**config.mk**
```make
export PLATFORM = sky130hd
export DESIGN_NAME = qe_gen_flat
export DESIGN_NICKNAME = d
export VERILOG_FILES = /design/src/rtl/qe_gen_pkg.sv /design/src/rtl/qe_gen_if.sv /design/src/rtl/qe_gen_tick.sv /design/src/rtl/qe_gen.sv /design/src/flat_wrapper.sv
export SDC_FILE = /design/constraint.sdc
export NUM_CORES = 1
export LEC_CHECK = 0
export CAP_MARGIN = 20
export CORE_MARGIN = 5
export CORE_UTILIZATION = 45
export CTS_CLUSTER_DIAMETER = 40
export DETAILED_ROUTE_END_ITERATION = 16
export PLACE_DENSITY = 0.78
export SLEW_MARGIN = 40
export SYNTH_ARGS = -nofsm -noshare
export SYNTH_HDL_FRONTEND = slang
export SYNTH_HIERARCHICAL = 1
export SYNTH_SLANG_ARGS = --single-unit
export TNS_END_PERCENT = 20
```
**constraint.sdc**
```tcl
create_clock -name clk -period 4.8 [get_ports clk]
set_clock_uncertainty 0.2 [all_clocks]
set_input_delay 0.72 -clock clk [delete_from_list [all_inputs] [get_ports clk]]
set_output_delay 0.72 -clock clk [all_outputs]
set_load 0.02 [all_outputs]
```
**src/rtl/qe_gen_pkg.sv**
```systemverilog
// Shared types for the quadrature encoder generator: i/q phase encoding,
// direction constants and the command FSM states.
package qe_pkg;

  // Phase encoding is {i,q}, so the outputs come straight off the phase flops.
  typedef enum logic [1:0] {
    PH00 = 2'b00,
    PH10 = 2'b10,
    PH11 = 2'b11,
    PH01 = 2'b01
  } qe_phase_t;

  typedef enum logic {
    IDLE = 1'b0,
    RUN  = 1'b1
  } qe_gen_st_t;

  localparam logic DIR_FWD = 1'b0;
  localparam logic DIR_REV = 1'b1;

  function automatic qe_phase_t ph_next(input qe_phase_t p);
    case (p)
      PH00:    ph_next = PH10;
      PH10:    ph_next = PH11;
      PH11:    ph_next = PH01;
      default: ph_next = PH00;
    endcase
  endfunction

  function automatic qe_phase_t ph_prev(input qe_phase_t p);
    case (p)
      PH00:    ph_prev = PH01;
      PH01:    ph_prev = PH11;
      PH11:    ph_prev = PH10;
      default: ph_prev = PH00;
    endcase
  endfunction

endpackage

```
**src/rtl/qe_gen_if.sv**
```systemverilog
// Step command channel of the quadrature encoder generator: valid/ready
// handshake carrying a signed step count and an edge period.
interface qe_gen_if #(
  parameter int W  = 4,
  parameter int DW = 8
);
  logic          step_valid;
  logic          step_ready;
  logic [W-1:0]  step_count;
  logic [DW-1:0] period;

  modport master (output step_valid, output step_count, output period, input step_ready);
  modport slave  (input step_valid, input step_count, input period, output step_ready);
endinterface

```
**src/rtl/qe_gen_tick.sv**
```systemverilog
// Reloadable down-counter: tick is high for the enabled cycle in which the
// count has reached zero; load takes priority over counting.
module qe_gen_tick #(
  parameter int DW = 8
) (
  input  logic          clk,
  input  logic          rst,
  input  logic          load,
  input  logic [DW-1:0] val,
  input  logic          en,
  output logic          tick
);
  localparam logic [DW-1:0] CNT_ONE = DW'(1);

  logic [DW-1:0] cnt_reg;

  always_ff @(posedge clk) begin
    if (rst) begin
      cnt_reg <= '0;
    end else if (load) begin
      cnt_reg <= val;
    end else if (en && (cnt_reg != '0)) begin
      cnt_reg <= cnt_reg - CNT_ONE;
    end
  end

  assign tick = en && (cnt_reg == '0);
endmodule

```
**src/rtl/qe_gen.sv**
```systemverilog
// Quadrature encoder generator: turns signed step commands into x4 i/q edges
// and tracks its own position. Index output z is built only with QE_GEN_INDEX_EN.
module qe_gen
  import qe_pkg::*;
#(
  parameter int W  = 4,
  parameter int DW = 8,
  parameter int IW = 2
) (
  input  logic                clk,
  input  logic                rst,
  qe_gen_if.slave             cmd,
  input  logic                abort,
  input  logic                clr,
  output logic                i,
  output logic                q,
  output logic                busy,
  output logic signed [W-1:0] pos
`ifdef QE_GEN_INDEX_EN
  ,
  output logic                z
`endif
);
  localparam logic [W-1:0] POS_ONE = W'(1);
  localparam logic [W:0]   REM_ONE = (W + 1)'(1);

  if (IW + 2 > W) begin : g_iw_range
    $error("qe_gen: index period IW+2 must not exceed position width W");
  end

  qe_gen_st_t    state_reg, state_next;
  qe_phase_t     phase_reg, phase_next;
  logic [W:0]    rem_reg, rem_next;
  logic          dir_reg, dir_next;
  logic [DW-1:0] period_reg, period_next;
  logic [W-1:0]  pos_reg, pos_next;

  logic [W:0]    sc_ext;
  logic [W:0]    abs_count;
  logic          start;
  logic          tick_en;
  logic          tick_load;
  logic          step_edge;
  logic [DW-1:0] tick_val;

  // Magnitude taken one bit wider so the most negative count is a legal length.
  assign sc_ext    = {cmd.step_count[W-1], cmd.step_count};
  assign abs_count = sc_ext[W] ? (~sc_ext + REM_ONE) : sc_ext;

  assign cmd.step_ready = (state_reg == IDLE);
  assign start          = cmd.step_valid && (state_reg == IDLE) && (abs_count != '0);
  assign tick_en        = (state_reg == RUN) && (rem_reg != '0) && !abort;
  assign tick_load      = start || step_edge;
  assign tick_val       = start ? cmd.period : period_reg;

  qe_gen_tick #(.DW(DW)) u_tick (
    .clk  (clk),
    .rst  (rst),
    .load (tick_load),
    .val  (tick_val),
    .en   (tick_en),
    .tick (step_edge)
  );

  always_comb begin
    state_next  = state_reg;
    phase_next  = phase_reg;
    rem_next    = rem_reg;
    dir_next    = dir_reg;
    period_next = period_reg;
    pos_next    = pos_reg;
    case (state_reg)
      IDLE: begin
        if (start) begin
          state_next  = RUN;
          rem_next    = abs_count;
          dir_next    = sc_ext[W] ? DIR_REV : DIR_FWD;
          period_next = cmd.period;
        end
      end
      default: begin
        // The cycle after the final edge is still RUN, so busy drops one clock late.
        if (abort || (rem_reg == '0)) begin
          state_next = IDLE;
          rem_next   = '0;
        end else if (step_edge) begin
          rem_next   = rem_reg - REM_ONE;
          phase_next = (dir_reg == DIR_REV) ? ph_prev(phase_reg) : ph_next(phase_reg);
          pos_next   = (dir_reg == DIR_REV) ? (pos_reg - POS_ONE) : (pos_reg + POS_ONE);
        end
      end
    endcase
    if (clr) begin
      pos_next = '0;
    end
  end

  always_ff @(posedge clk) begin
    if (rst) begin
      state_reg  <= IDLE;
      phase_reg  <= PH00;
      rem_reg    <= '0;
      dir_reg    <= DIR_FWD;
      period_reg <= '0;
      pos_reg    <= '0;
    end else begin
      state_reg  <= state_next;
      phase_reg  <= phase_next;
      rem_reg    <= rem_next;
      dir_reg    <= dir_next;
      period_reg <= period_next;
      pos_reg    <= pos_next;
    end
  end

  assign i    = phase_reg[1];
  assign q    = phase_reg[0];
  assign busy = (state_reg == RUN);
  assign pos  = $signed(pos_reg);

`ifdef QE_GEN_INDEX_EN
  logic z_reg;

  // Built from the next-state values so z lines up with the i/q flops.
  always_ff @(posedge clk) begin
    if (rst) begin
      z_reg <= 1'b0;
    end else begin
      z_reg <= (phase_next == PH00) && (pos_next[IW+1:0] == '0);
    end
  end

  assign z = z_reg;
`endif
endmodule

```
**src/flat_wrapper.sv**
```systemverilog
// flat-port wrapper written by rule: the top's interface ports become plain ports
module qe_gen_flat import qe_pkg::*;
#(
  parameter int W  = 4,
  parameter int DW = 8,
  parameter int IW = 2
)
  (clk, rst, abort, clr, i, q, busy, pos, cmd_step_valid, cmd_step_count, cmd_period, cmd_step_ready);
  qe_gen_if #(.W(W), .DW(DW)) cmd_i ();
  input  logic clk;
  input  logic rst;
  input  logic abort;
  input  logic clr;
  output logic i;
  output logic q;
  output logic busy;
  output logic signed [W-1:0] pos;
  input wire logic [$bits(cmd_i.step_valid)-1:0] cmd_step_valid;
  input wire logic [$bits(cmd_i.step_count)-1:0] cmd_step_count;
  input wire logic [$bits(cmd_i.period)-1:0] cmd_period;
  output wire logic [$bits(cmd_i.step_ready)-1:0] cmd_step_ready;
  assign cmd_i.step_valid = cmd_step_valid;
  assign cmd_i.step_count = cmd_step_count;
  assign cmd_i.period = cmd_period;
  assign cmd_step_ready = cmd_i.step_ready;
  qe_gen #(.W(W), .DW(DW), .IW(IW)) u_core (.clk(clk), .rst(rst), .cmd(cmd_i), .abort(abort), .clr(clr), .i(i), .q(q), .busy(busy), .pos(pos));
endmodule
```
After elaboration in Yosys (flattened, before gate mapping)
Cells that the tools add are included.
{"block": "word_totals", "regBits": 29, "in_bits": 17, "output_inout_bits": 8, "elab_cells": 56}
{"block": "classes", "addsub": 5, "eq_ne": 4, "n_mux": 16, "bitwise_logic": 3, "n_reduce_logical": 21}
{"op": "2-to-1 mux 5 bit", "count": 5}
{"op": "2-to-1 mux 8 bit", "count": 3}
{"op": "one-hot mux 2 bit (3 select lines)", "count": 2}
{"op": "nonzero test 5 bit", "count": 2}
{"op": "logical NOT 8 bit", "count": 1}
{"op": "nonzero test 8 bit", "count": 1}
{"op": "subtractor 8 x 1 -> 8 bit, second input constant", "count": 1}
{"op": "logical AND 1 bit", "count": 6}
{"op": "adder 5 x 1 -> 5 bit, second input constant", "count": 1}
{"op": "logical NOT 5 bit", "count": 1}
{"op": "inverter 5 bit", "count": 1}
{"op": "subtractor 5 x 1 -> 5 bit, second input constant", "count": 1}
{"op": "adder 4 x 1 -> 4 bit, second input constant", "count": 1}
{"op": "== test 2 bit, second input constant", "count": 2}
{"op": "2-to-1 mux 1 bit", "count": 4}
{"op": "2-to-1 mux 4 bit", "count": 1}
{"op": "AND reduction 2 bit", "count": 2}
{"op": "nonzero test 2 bit", "count": 2}
{"op": "subtractor 4 x 1 -> 4 bit, second input constant", "count": 1}
{"op": "inequality test 3 bit, second input constant", "count": 1}
{"op": "AND reduction 3 bit", "count": 1}
{"op": "== test 2 x 1 -> 1 bit, second input constant", "count": 1}
{"op": "logical NOT 2 bit", "count": 1}
{"op": "logical OR 1 bit", "count": 2}
{"op": "4 further kinds", "count": 5}

Depth between registers and ports, before layout
Gate-level depths: netlist of run 1.
{"block": "logic_depth", "word_depth": 7, "depth_mapped": 12, "ltp_nobuf": 11}

Cells and area by module
The synthesis of run 1 kept the hierarchy.
{"mod": "qe_gen", "instances": 1, "cells_each": 132, "area_each_um2": 1187.4, "seq_area_each_um2": 420.4}
{"mod": "qe_gen_tick", "instances": 1, "cells_each": 64, "area_each_um2": 524.3, "seq_area_each_um2": 160.2}

Worst setup path after synthesis of run 1
No wires, ideal clock.
{"block": "synth_timing", "path_kind": "input to register", "start": "input cmd_step_count[0]", "end": "register u_core.u_tick.cnt_reg[7]", "setup_time_ps": 62, "arrival_ps": 2847, "required_time_ps": 4538, "slack_ps": 1691, "cell_stages": 11, "n_path_buf": 2, "cell_sequence": "inv_1 ha_1 nand2b_1 a2111o_1 nand3_2 buf_6 nand2b_1 clkbuf_1 or3_1 or4_1 nand3_1"}
{"block": "synth_between", "elab_chain_len": 7}
{"element": "start, declared", "line_no": "flat_wrapper.sv:19", "text": "input wire logic [$bits(cmd_i.step_count)-1:0] cmd_step_count;"}
{"element": "inverter 5 bit", "line_no": "qe_gen.sv:48", "text": "assign abs_count = sc_ext[W] ? (~sc_ext + REM_ONE) : sc_ext;"}
{"element": "adder 5 x 1 -> 5 bit", "line_no": "qe_gen.sv:48"}
{"element": "2-to-1 mux 5 bit *", "line_no": "qe_gen.sv:48"}
{"element": "nonzero test 5 bit *", "line_no": "qe_gen.sv:51", "text": "assign start = cmd.step_valid && (state_reg == IDLE) && (abs_count != '0);"}
{"element": "logical AND 1 bit *", "line_no": "qe_gen.sv:51"}
{"element": "logical OR 1 bit *", "line_no": "qe_gen.sv:53", "text": "assign tick_load = start || step_edge;"}
{"element": "named net u_core.tick_load", "line_no": "qe_gen.sv:42", "text": "logic tick_load;"}
{"element": "2-to-1 mux 8 bit / nonzero test 2 bit (equally long branches)"}
{"element": "end signal, assigned", "line_no": "qe_gen_tick.sv:21", "text": "cnt_reg <= val;"}
{"element": "end signal, assigned", "line_no": "qe_gen_tick.sv:23", "text": "cnt_reg <= cnt_reg - CNT_ONE;"}
{"element": "end, declared", "line_no": "qe_gen_tick.sv:15", "text": "logic [DW-1:0] cnt_reg;"}
Mark *: on every way through the listed nets, which the timed path passes. The rest lies on a longest branch.
A chain may end at the register's enable or synchronous reset.

Worst setup path after layout of run 1
Same ends and word-level chain as after synthesis.

==> flow_summary.json, run 1 <==
{
  "status": "completed",
  "insertedDiodeCount": 0,
  "fin_nets": 243,
  "synth_edf_count": 0,
  "io_buffers": 24,
  "num_rows": 22,
  "worst_pin_slew_ns": 0.699,
  "drive_above_1_share_pct": 12.2,
  "core_um2": 3660,
  "cts-hold-fix-buffers": 0,
  "root_buffer": "clkbuf_8",
  "power_leakage_nw": 0.849,
  "drv_cap": 0,
  "globalplace.congestion": 0.850,
  "layout.cells.non_filler": 269,
  "drc_errors": 0,
  "path_max_fanout": 11,
  "grt_pass1_vias": 1412,
  "final_hold_viol_count": 0,
  "synth_area_per_cell_um2": 8.73,
  "cts_tree": "yes",
  "ys_types": 54,
  "yosysSeqAreaShare_pct": 33.9,
  "cts_made_buffers": 5,
  "hp-class": "register to register",
  "fin_crit_sh_pct": 76.7,
  "die_x_um": 71.7,
  "powerDensity_nw_per_um2": 301,
  "synth_area_um2": 1710,
  "cp_slowest_cell": "clkdlybuf4s50_1",
  "ir_worst_vdd_uv": 144,
  "syn-num-nets": 219,
  "end_kind": "register",
  "layout_common_cells": "dfxtp_1, clkdlybuf4s50_1, inv_1, nor2_1, a21oi_1",
  "rsz0062_at_grt": "no",
  "grt_usage_pct": 15.0,
  "path_cells": "clkdlybuf4s50_1 > inv_1 > ha_1 > nand2b_1 > a2111o_1 > nand3_2 > nand2b_1 > or3_1 > or4_1 > nand3_1",
  "ys_ff_latch": 29,
  "dpl.cell_count": 261,
  "start_kind": "input pin",
  "ys_async_sr_fraction_pct": 0,
  "synth_largest_area_cell": "dfxtp_1",
  "crit_type": "input pin to register",
  "ioPinCount": 25,
  "via_per_inst": 5.62,
  "die_h_um": 71.7,
  "dp_hpwl_um": 2630,
  "crit_path_frequent_cell": "nand2b_1",
  "synth_area_leaders": "dfxtp_1, mux2_4, a21oi_1, inv_1, ha_1",
  "die_area_um2": 5140,
  "grt_pass1_wl_um": 6340,
  "worstPathArrival_ns": 3.69,
  "wl_um": 3640,
  "overflow": 0,
  "antenna_found_initial": 0,
  "cts_max_path_buffers": 2,
  "clk_pin_slew_ns": 0.07,
  "ys.flop_type": "dfxtp_1",
  "final_common_cell": "dfxtp_1",
  "cts.sinks": 29,
  "drt_iter0_drc": 115,
  "setup_violations": 0,
  "ant_nets": 0,
  "start_util_pct": 46.8,
  "clk-insertion-delay-late_ns": 0.27,
  "cp_slowest_stage_delay_ns": 0.53,
  "wire_per_inst_um": 13.5,
  "fmax_mhz": 272,
  "slew_viol_final": 0,
  "htreeDepth": 2,
  "post_cts_buffers": 0,
  "finalSetupTns_ns": 0,
  "cts_resized": 0,
  "synthCells": 196,
  "syn2layout_area_growth_pct": 21.6,
  "synth_top_area_share_pct": 33.9,
  "slew_headroom_pct": 53.2,
  "grt_max_degree": 20,
  "fin_crit_ns": 3.68,
  "vias": 1512,
  "drtPass1Iterations": 4,
  "ys_warn_count": 6,
  "required_ns": 4.81
}
synthesized netlist by cell type, types with 2 or more instances:
library cell,n
or4_1,2
and2_1,8
nor2_1,16
a31oi_1,3
o211ai_1,3
o41ai_1,2
o31ai_1,3
inv_1,18
or3_1,4
o21a_1,2
xnor2_1,4
nor3_1,5
mux2i_1,2
clkbuf_1,5
or4b_1,2
o21ai_0,5
xor2_1,2
mux2_4,7
a211oi_1,3
mux2_2,2
buf_2,2
a21oi_1,16
a211o_2,2
nand4_1,2
nor2b_1,2
o2111ai_1,2
ha_1,5
dfxtp_1,29
nand2b_1,2
nand3_1,8
nand2_1,5
cell families after synthesis:
logic type	Yosys count	share of synthesized area, %
and+or+nand+nor	66	22.1
DFF	29	33.9
AOI/OAI and AO/OA	51	20.8
buffers and inverters	27	6.73
adders and majority gates	6	4.82
xor gates and xnor gates	6	3.07
muxes	11	8.63
power breakdown:
part           internal, mW  switching, mW
clock                 0.129         0.0885
combinational        0.0658         0.0690
sequential            0.257         0.0171
total                 0.452          0.175
critical path: cells and delay by family:
kind / cells / cell delay (ns)
AOI/OAI and AO/OA: 1 / 0.46
adders and majority gates: 1 / 0.22
buffers and inverters: 2 / 0.61
and+or+nand+nor: 6 / 1.68
area by class of cell:
cell class / count / area, um2
Inverter: 18 / 67.6
Fill cell: 341 / 1580
Clock inverter: 1 / 5.00
Tap cell: 48 / 60.1
Clock buffer: 7 / 96.3
Sequential cell: 29 / 581
Multi-Input combinational cell: 140 / 1020
Timing Repair Buffer: 26 / 255
through the flow:
step | total power [mW] | hold slack (ns) | worst slack, ns | util [%] | instance area (um2)
final | 0.627 | 0.279 | 1.12 | 56.8 | 2080
after detailed placement | 0.412 | 0.265 | 0.848 | 54.1 | 1980
after global routing | 0.659 | 0.307 | 0.938 | 56.8 | 2080
after CTS | 0.632 | 0.281 | 1.12 | 56.8 | 2080
after global placement | 0.409 | 0.265 | 0.923 | 54.1 | 1980
after floorplan | 0.374 | 0.244 | 1.69 | - | 1710
final timing paths:
kind	start	to	slack (ns)	cells past startpoint
worst max-delay path	cmd_step_count[0]	u_core/u_tick/cnt_reg[7]	1.12	10
worst min-delay path	u_core/rem_reg[4]	u_core/rem_reg[4]	0.28	1
worst max register to register	u_core/rem_reg[0]	u_core/u_tick/cnt_reg[7]	1.71	11
worst min register to register	u_core/rem_reg[4]	u_core/rem_reg[4]	0.28	1
layer usage:
layer	wire length, um	vias to the layer above	part of all wire (%)	GRT usage, %
met5	0	-	0	0
met4	34	0	0.93	6.47
met3	191	2	5.3	4.21
met2	1640	39	45	23.1
met1	1770	708	49	19.7
li1	-	763	-	-
No activity file was read; power rests on OpenSTA's default activity.
==> run 2: changes to the inputs <==
Clock period 4.8 ns to 3.45 ns, I/O delays scaled along.
==> run 2 against run 1 <==
Effect of this change:
- first-iteration DRC count is 3.5% lower
- core utilization up 1.0 points
- highest routed layer unchanged
- critical path depth stayed put
- sequential cell count unchanged
- clock power is 42% higher
- non-clock buffer count up 5
- sequential share of layout area is 0.49 points lower
- global-route usage grew 0.83 points
- worst hold slack gained 0.0064 ns
- die area unchanged
- largest power group unchanged
- sequential power is 39% higher
==> flow_summary.json, run 2 (synthesis gave the netlist of run 1 again) <==
{
  "status": "completed",
  "die_x_um": 71.7,
  "drtPass1Iterations": 4,
  "ioPinCount": 25,
  "worst_pin_slew_ns": 0.684,
  "grt_usage_pct": 15.9,
  "setup_ws_ns": 0.425,
  "post-route-util_pct": 57.9,
  "power_leakage_nw": 0.873,
  "finalSetupTns_ns": 0,
  "overflow": 0,
  "cts_resized": 0,
  "final_common_cell": "dfxtp_1",
  "globalplace.congestion": 0.884,
  "fin_nets": 248,
  "crit_start": "cmd_step_count[0]",
  "cts_tree": "yes",
  "ir_worst_vdd_uv": 236,
  "drv_cap": 0,
  "core_um2": 3660,
  "ant_nets": 0,
  "start_util_pct": 46.8,
  "root_buffer": "clkbuf_8",
  "netSwitchingPower_mw": 0.250,
  "htreeDepth": 2,
  "r2r_start": "u_core/rem_reg[0]",
  "p_seq_share_pct": 43.2,
  "end_kind": "register",
  "dp_hpwl_um": 2730,
  "post_cts_buffers": 0,
  "cts-hold-fix-buffers": 0,
  "fin_crit_sh_pct": 87.7,
  "rsz0062_at_grt": "no",
  "die_area_um2": 5140,
  "grt_pass1_vias": 1443,
  "required_ns": 3.48,
  "die_h_um": 71.7,
  "start_kind": "input pin",
  "final_hold_viol_count": 0,
  "grt_max_degree": 15,
  "powerDensity_nw_per_um2": 417,
  "combPwrFrac_pct": 21.8,
  "antenna_found_initial": 0,
  "intPower_mw": 0.634,
  "vias": 1518,
  "clk-insertion-delay-late_ns": 0.29,
  "p_sw_share_pct": 28.3,
  "hp-class": "register to register",
  "drt_iter0_drc": 111,
  "slew_viol_final": 0,
  "syn2layout_area_growth_pct": 23.8,
  "fmax_mhz": 331,
  "cts_made_buffers": 5,
  "setup_violations": 0,
  "num_rows": 22,
  "crit_type": "input pin to register",
  "drc_errors": 0,
  "path_max_fanout": 6,
  "layout_common_cells": "dfxtp_1, clkdlybuf4s50_1, inv_1, nor2_1, a21oi_1",
  "worstPathArrival_ns": 3.06,
  "grt_pass1_wl_um": 6570,
  "fin_crit_ns": 3.03,
  "wire_per_inst_um": 13.6,
  "io_buffers": 24,
  "insertedDiodeCount": 0,
  "fillCellCount": 331,
  "worstHoldStart": "u_core/rem_reg[4]",
  "clk_pin_slew_ns": 0.07,
  "cts_max_path_buffers": 2,
  "pre_cts_slack_ns": 0.129,
  "wl_um": 3720,
  "drive_above_1_share_pct": 14.2,
  "slew_headroom_pct": 54.3,
  "p_clk_share_pct": 35.0,
  "cts.sinks": 29,
  "via_per_inst": 5.54
}
## run 2: cell types whose count changed in the layout (fill, tap and decap cells not counted), sizes merged
cell,change
buf,+5
## run 2: path summary, 6_finish.rpt
kind	cells after the start	endpoint	slack (ns)
worst min-delay path	1	u_core/rem_reg[4]	0.29
worst min register to register	1	u_core/rem_reg[4]	0.29
worst max-delay path	10	u_core/u_tick/cnt_reg[7]	0.42
worst max register to register	11	u_core/u_tick/cnt_reg[7]	0.68
## run 2: area by class of cell
type | instances | area (um2) | area share, %
Clock buffer | 7 | 96.3 | 4.55
Multi-Input combinational cell | 140 | 1020 | 48.0
Clock inverter | 1 | 5.00 | 0.236
Timing Repair Buffer | 31 | 293 | 13.8
Sequential cell | 29 | 581 | 27.4
Tap cell | 48 | 60.1 | 2.84
Inverter | 18 | 67.6 | 3.19
## run 2: power by group through the flow
stage / logic, mW / clock network (mW) / registers (mW)
finish: 0.193 / 0.309 / 0.382
global route: 0.216 / 0.325 / 0.386
CTS: 0.192 / 0.315 / 0.381
detailed placement: 0.191 / 0 / 0.388
global placement: 0.190 / 0 / 0.388
floorplan: 0.140 / 0 / 0.380
## run 2: routing by layer
metal | up-vias | wire (um) | global-route usage [%]
met5 | - | 0 | 0
met4 | 0 | 55 | 7.10
met3 | 6 | 199 | 4.49
met2 | 32 | 1700 | 24.4
met1 | 709 | 1760 | 20.6
li1 | 771 | - | -
## run 2: through the flow
step	cell area (um2)	power (mW)	cells	hold slack (ns)
6_report	2120	0.884	274	0.286
5_1_grt	2120	0.927	274	0.320
4_1_cts	2120	0.888	274	0.293
3_5_place_dp	2020	0.579	266	0.280
3_3_place_gp	2020	0.578	266	0.264
2_1_floorplan	1710	0.520	196	0.244
## run 2: worst max-delay path, cell delays in order
cell,delay [ns]
clkdlybuf4s50_1,0.53
inv_1,0.08
ha_1,0.22
nand2b_1,0.17
a2111o_1,0.46
nand3_2,0.18
nand2b_1,0.09
or3_1,0.33
or4_1,0.39
nand3_1,0.09
==> run 3: changes to the inputs <==
Settings changed: ABC_AREA set to 1.
==> run 3 against run 2 <==
Effect of this change:
- synthesized cell count rose by 38%
- via count rose by 11%
- setup slack gained 0.19 ns
- design area grew 2.2%
- first-iteration DRC count rose by 30%
- maximum frequency grew 6.8%
- critical path depth grew 3
- register-to-register slack better by 0.09 ns
- total power is 7.0% higher
- largest cell class unchanged
- highest routed layer unchanged
==> flow_summary.json, run 3 <==
{
  "status": "completed",
  "die_x_um": 72.9,
  "grt_pass1_wl_um": 6650,
  "overflow": 0,
  "syn-num-nets": 293,
  "powerDensity_nw_per_um2": 437,
  "core_um2": 3740,
  "drc_errors": 0,
  "grt_pass1_vias": 1504,
  "wire_per_inst_um": 11.3,
  "synth_largest_area_cell": "dfxtp_1",
  "synth_edf_count": 0,
  "rsz0062_at_grt": "no",
  "holdWs_ns": 0.308,
  "drv_cap": 0,
  "synth_area_per_cell_um2": 6.60,
  "worst_pin_slew_ns": 0.459,
  "synth_top_cells_by_count": "nand2_1, inv_1, nor2_1",
  "cts_max_path_buffers": 2,
  "via_per_inst": 4.81,
  "syn2layout_area_growth_pct": 21.4,
  "fin_crit_ns": 2.83,
  "io_buffers": 24,
  "drtPass1Iterations": 4,
  "cts_made_buffers": 5,
  "hp-class": "register to register",
  "layout.cells.non_filler": 349,
  "ioPinCount": 25,
  "ant_nets": 0,
  "slew_viol_final": 0,
  "num_rows": 22,
  "setup_violations": 0,
  "final_common_cell": "nand2_1",
  "dp_hpwl_um": 2840,
  "htreeDepth": 2,
  "placed_area_um2": 2080,
  "cts.sinks": 29,
  "wl_um": 3930,
  "fmax_mhz": 353,
  "final_hold_viol_count": 0,
  "die_area_um2": 5320,
  "cts-hold-fix-buffers": 0,
  "insertedDiodeCount": 0,
  "power_mw": 0.946,
  "finalSetupTns_ns": 0,
  "grt_max_degree": 19,
  "synthCells": 270,
  "fin_nets": 323,
  "dpl.cell_count": 341,
  "synth_area_leaders": "dfxtp_1, nand2_1, inv_1, nor2_1, nand3_1",
  "cts_tree": "yes",
  "synth_top_area_share_pct": 32.6,
  "crit_type": "input pin to register",
  "synth.most_common_cell": "nand2_1",
  "ir_worst_vdd_uv": 150,
  "clk-insertion-delay-late_ns": 0.28,
  "path_max_fanout": 15,
  "layout_common_cells": "nand2_1, inv_1, nor2_1, dfxtp_1, clkdlybuf4s50_1",
  "power_leakage_nw": 1.06,
  "synth_area_um2": 1780,
  "antenna_found_initial": 0,
  "grt_usage_pct": 16.0,
  "ys_ff_latch": 29,
  "postLayoutCellArea_um2": 2160,
  "root_buffer": "clkbuf_8",
  "pre_cts_slack_ns": 0.358,
  "post_cts_buffers": 0,
  "vias": 1678,
  "drive_above_1_share_pct": 11.0,
  "ys_types": 29,
  "cts_resized": 0,
  "worstPathArrival_ns": 2.81,
  "ys_async_sr_fraction_pct": 0,
  "start_util_pct": 47.6,
  "ys_warn_count": 6,
  "fin_crit_sh_pct": 82.1,
  "ys.flop_type": "dfxtp_1",
  "die_h_um": 72.9,
  "slew_headroom_pct": 69.4,
  "clk_pin_slew_ns": 0.06,
  "required_ns": 3.42,
  "start_kind": "input pin",
  "setup_ws_ns": 0.616,
  "drt_iter0_drc": 144,
  "globalplace.congestion": 0.947,
  "yosysSeqAreaShare_pct": 32.6,
  "end_kind": "register",
  "post-route-util_pct": 57.8
}
## run 3: cell count changes in the layout (fill, tap and decap cells not counted), sizes merged, moves of 4 or more
| cell | change |
|---|---|
| o21ai | +17 |
| nor3 | -5 |
| mux2 | -9 |
| nand3 | +9 |
| buf | -4 |
| or3 | -4 |
| inv | +32 |
| and2 | -8 |
| nand2 | +53 |
| nor2 | +34 |
## run 3: worst max-delay path, stage by stage
cell and delay, ns:
clkdlybuf4s50_1 0.49, inv_1 0.08, ha_1 0.29, nand2_1 0.08, nand2_1 0.05, nor2_1 0.08, nand3_1 0.07, nand2_1 0.32
nand2_1 0.17, inv_2 0.25, nand3_2 0.17, o21ai_0 0.19, nor2_1 0.05
## run 3: final timing paths
kind | slack, ns | from | cells after the start | endpoint
setup / recovery | 0.62 | cmd_step_count[0] | 13 | u_core/u_tick/cnt_reg[3]
hold / removal | 0.31 | u_core/pos[3] | 2 | u_core/pos[3]
setup reg to reg | 0.77 | u_core/u_tick/cnt_reg[0] | 14 | u_core/u_tick/cnt_reg[7]
hold reg to reg | 0.31 | u_core/pos[3] | 2 | u_core/pos[3]
## run 3: area by class of cell
class,instances,area [um2]
multi-input combinational,186,982
clock inverter,2,10.0
timing repair buffer,27,263
sequential,29,581
fill,370,1580
inverter,51,196
tap,48,60.1
clock buffer,6,72.6
## run 3: cells by family after synthesis
family                   Yosys count  share of synthesized area (%)
AND/OR/NAND/NOR                  131                           32.8
adder cells (fa/ha/maj)            6                           4.63
XOR/XNOR                           8                           3.93
AO/OA/AOI/OAI                     41                           13.7
buffers and inverters             55                           12.4
flip-flops                        29                           32.6
## run 3: power breakdown
group          internal [mW]  switching [mW]
sequential             0.366          0.0290
clock                  0.139           0.129
combinational          0.113           0.169
## run 3: metal layers
metal | up-vias | track usage, % | wire, um
li1 | 889 | - | -
met1 | 719 | 20.3 | 1860
met2 | 63 | 24.5 | 1690
met3 | 7 | 4.27 | 303
met4 | 0 | 8.81 | 83
met5 | - | 0 | 0
==> edit (config.mk and constraints of run 3) <==
`W` is set to 4 in 3 places; all go to 5.
--- a/src/rtl/qe_gen_if.sv
+++ b/src/rtl/qe_gen_if.sv
@@ -1,7 +1,7 @@
 // Step command channel of the quadrature encoder generator: valid/ready
 // handshake carrying a signed step count and an edge period.
 interface qe_gen_if #(
-  parameter int W  = 4,
+  parameter int W  = 5,
   parameter int DW = 8
 );
   logic          step_valid;
--- a/src/rtl/qe_gen.sv
+++ b/src/rtl/qe_gen.sv
@@ -3,7 +3,7 @@
 module qe_gen
   import qe_pkg::*;
 #(
-  parameter int W  = 4,
+  parameter int W  = 5,
   parameter int DW = 8,
   parameter int IW = 2
 ) (
--- a/src/flat_wrapper.sv
+++ b/src/flat_wrapper.sv
@@ -1,7 +1,7 @@
 // flat-port wrapper written by rule: the top's interface ports become plain ports
 module qe_gen_flat import qe_pkg::*;
 #(
-  parameter int W  = 4,
+  parameter int W  = 5,
   parameter int DW = 8,
   parameter int IW = 2
 )
Interface: changed (resized cmd_step_count and pos); port bits go from 25 to 27. The function was not compared with the original's and may differ.
==> edit against run 3 <==
  * Wire length grew 4.7%
  * Design area increased by 7.7%
  * Largest cell class unchanged
  * Non-clock buffer count stayed put
  * Area after synthesis grew 10%
  * Power increased by 6.5%
  * Clock power grew 6%
  * Worst setup slack lost 28 ps
  * Maximum frequency is 0.99% lower
  * Register-to-register slack gained 300 ps
  * Critical path type unchanged
  * Sequential cell count is 2 higher
==> edit: results (changes against run 3) <==
number of global-route vias before repair 1770 (was 1504); Synth Area in Compound Gates 0.127 (was 0.137); first-pass GRT wire length 7420 um (was 6650 um); WL final 4120 um (was 3930 um); Yosys top cell by area dfxtp_1 (unchanged); worst slew pin tran 382 ps (was 459 ps); CTS Buf Count 5 (unchanged); worst-path fanout max 21 (was 15); ratio of cells with drive above 1 in the final layout 0.0863 (was 0.110); fraction of the yosys area taken by sequential cells 0.316 (was 0.326); post-detail-place hpwl 3100 um (was 2840 um); Leak Pwr 1.16 nW (was 1.06 nW); Total GRT Usage 0.151 (was 0.160); Post-Synth XOR/XNOR Area 0.0312 (was 0.0393); H-tree depth 2 (unchanged); CTS resizes 0 (unchanged); vias per std cell 4.85 (was 4.81); Worst Hold Class flop to flop (unchanged); met1 Usage GRT 0.184 (was 0.203); Post-synth top cells 60 x nand2_1, 53 x nor2_1, 52 x inv_1, 31 x dfxtp_1, 23 x o21ai_0 (was 51 x nand2_1, 47 x inv_1, 47 x nor2_1, 29 x dfxtp_1, 17 x nand3_1); Max IR drop VDD 0.223 mV (was 0.150 mV); Longest Clk Path Bufs 2 (unchanged); Initial DRC Count 77 (was 144); synth unique cells 28 (was 29); clock latency on the worst-skew pair 280 ps (about the same); first-pass iteration count of the detailed router 4 (unchanged); CTS clk-pin slew, worst paths 60 ps (about the same); M2 GR Usage 0.247 (was 0.245); total nets after synthesis 336 (was 293); Adder-Cell Fraction of Synth Area 0.0548 (was 0.0463); Routability Congestion 0.860 (was 0.947); Critical-path top delay cell clkdlybuf4s50_1 (unchanged); Synthesis Warnings 6 (unchanged); IO buf count 26 (was 24); met3 global-route usage 0.0437 (was 0.0427); Placement Cell Area 2240 um2 (was 2080 um2); initial antenna violation count 0 (unchanged); largest net degree at the start of global routing 22 (was 19); post-synthesis mux area share 0 (unchanged); crit path DAT 2840 ps (was 2810 ps); Final #Nets 362 (was 323); Ant. Diodes 0 (unchanged); Post-Place Setup Slack 327 ps (was 358 ps); largest cells by area after synthesis dfxtp_1 32%, nand2_1 11%, nor2_1 10%, inv_1 9.9%, o21ai_0 5.9% (was dfxtp_1 33%, nand2_1 11%, inv_1 9.9%, nor2_1 9.9%, nand3_1 4.8%); Crit path largest cell delay 470 ps (was 490 ps); CTS root buf clkbuf_8 (unchanged); kind of cell adding the most delay to the critical path simple AND/OR/NAND/NOR gates (unchanged); asr flop ratio synth 0 (unchanged); status finished clean (unchanged); Setup Buffers After CTS 0 (unchanged)
edit: logic make-up (layout without fill, tap and decap cells):
group / count (synthesis) / in the layout
flops: 31 / 31
xor+xnor: 7 / 7
simple gates: 150 / 150
buf+inv: 66 / 92
fa+ha+maj: 8 / 8
compound gates: 48 / 48
edit: through the flow:
step / instances / utilization
detailed placement: 381 / 0.522
CTS: 388 / 0.543
finish: 388 / 0.543
global placement: 381 / 0.522
floorplan: 310 / -
global route: 388 / 0.543
edit: cell type report:
class | count | area (um2)
clock inverters | 1 | 5.00
well taps | 52 | 65.1
clock buffers | 6 | 82.6
flip-flops and latches | 31 | 621
fillers | 420 | 1960
inverters | 58 | 218
multi-input cells | 213 | 1070
repair buffers | 27 | 268
edit: where the power goes:
group / internal (mW) / switching [mW] / total, mW
registers: 0.392 / 0.0303 / 0.423
clock network: 0.156 / 0.127 / 0.283
logic: 0.121 / 0.180 / 0.301
edit: path summary, 6_finish.rpt:
check                                  startpoint                       end  slack, ps  cells after the start
worst max-delay path            cmd_step_count[0]  u_core/u_tick/cnt_reg[3]        590                     15
worst min-delay path                u_core/pos[4]             u_core/pos[4]        270                      2
worst max register to register  u_core/rem_reg[0]  u_core/u_tick/cnt_reg[7]       1070                     14
worst min register to register      u_core/pos[4]             u_core/pos[4]        270                      2
edit: worst reg2reg max path, stage by stage, from the launching register on:
cell and delay (ps):
dfxtp_1 330, inv_1 90, ha_1 210, nand4_1 100, nand2_2 150, inv_2 140, nor3b_1 190, inv_1 110
nand2_1 130, inv_2 140, or2_2 310, nand2_1 70, nand2_1 50, inv_1 50, nor2_1 30
edit: metal layers:
layer / vias up / routed length, um
li1: 1005 / -
met1: 833 / 1910
met2: 35 / 1910
met3: 7 / 226
met4: 0 / 68
met5: - / 0
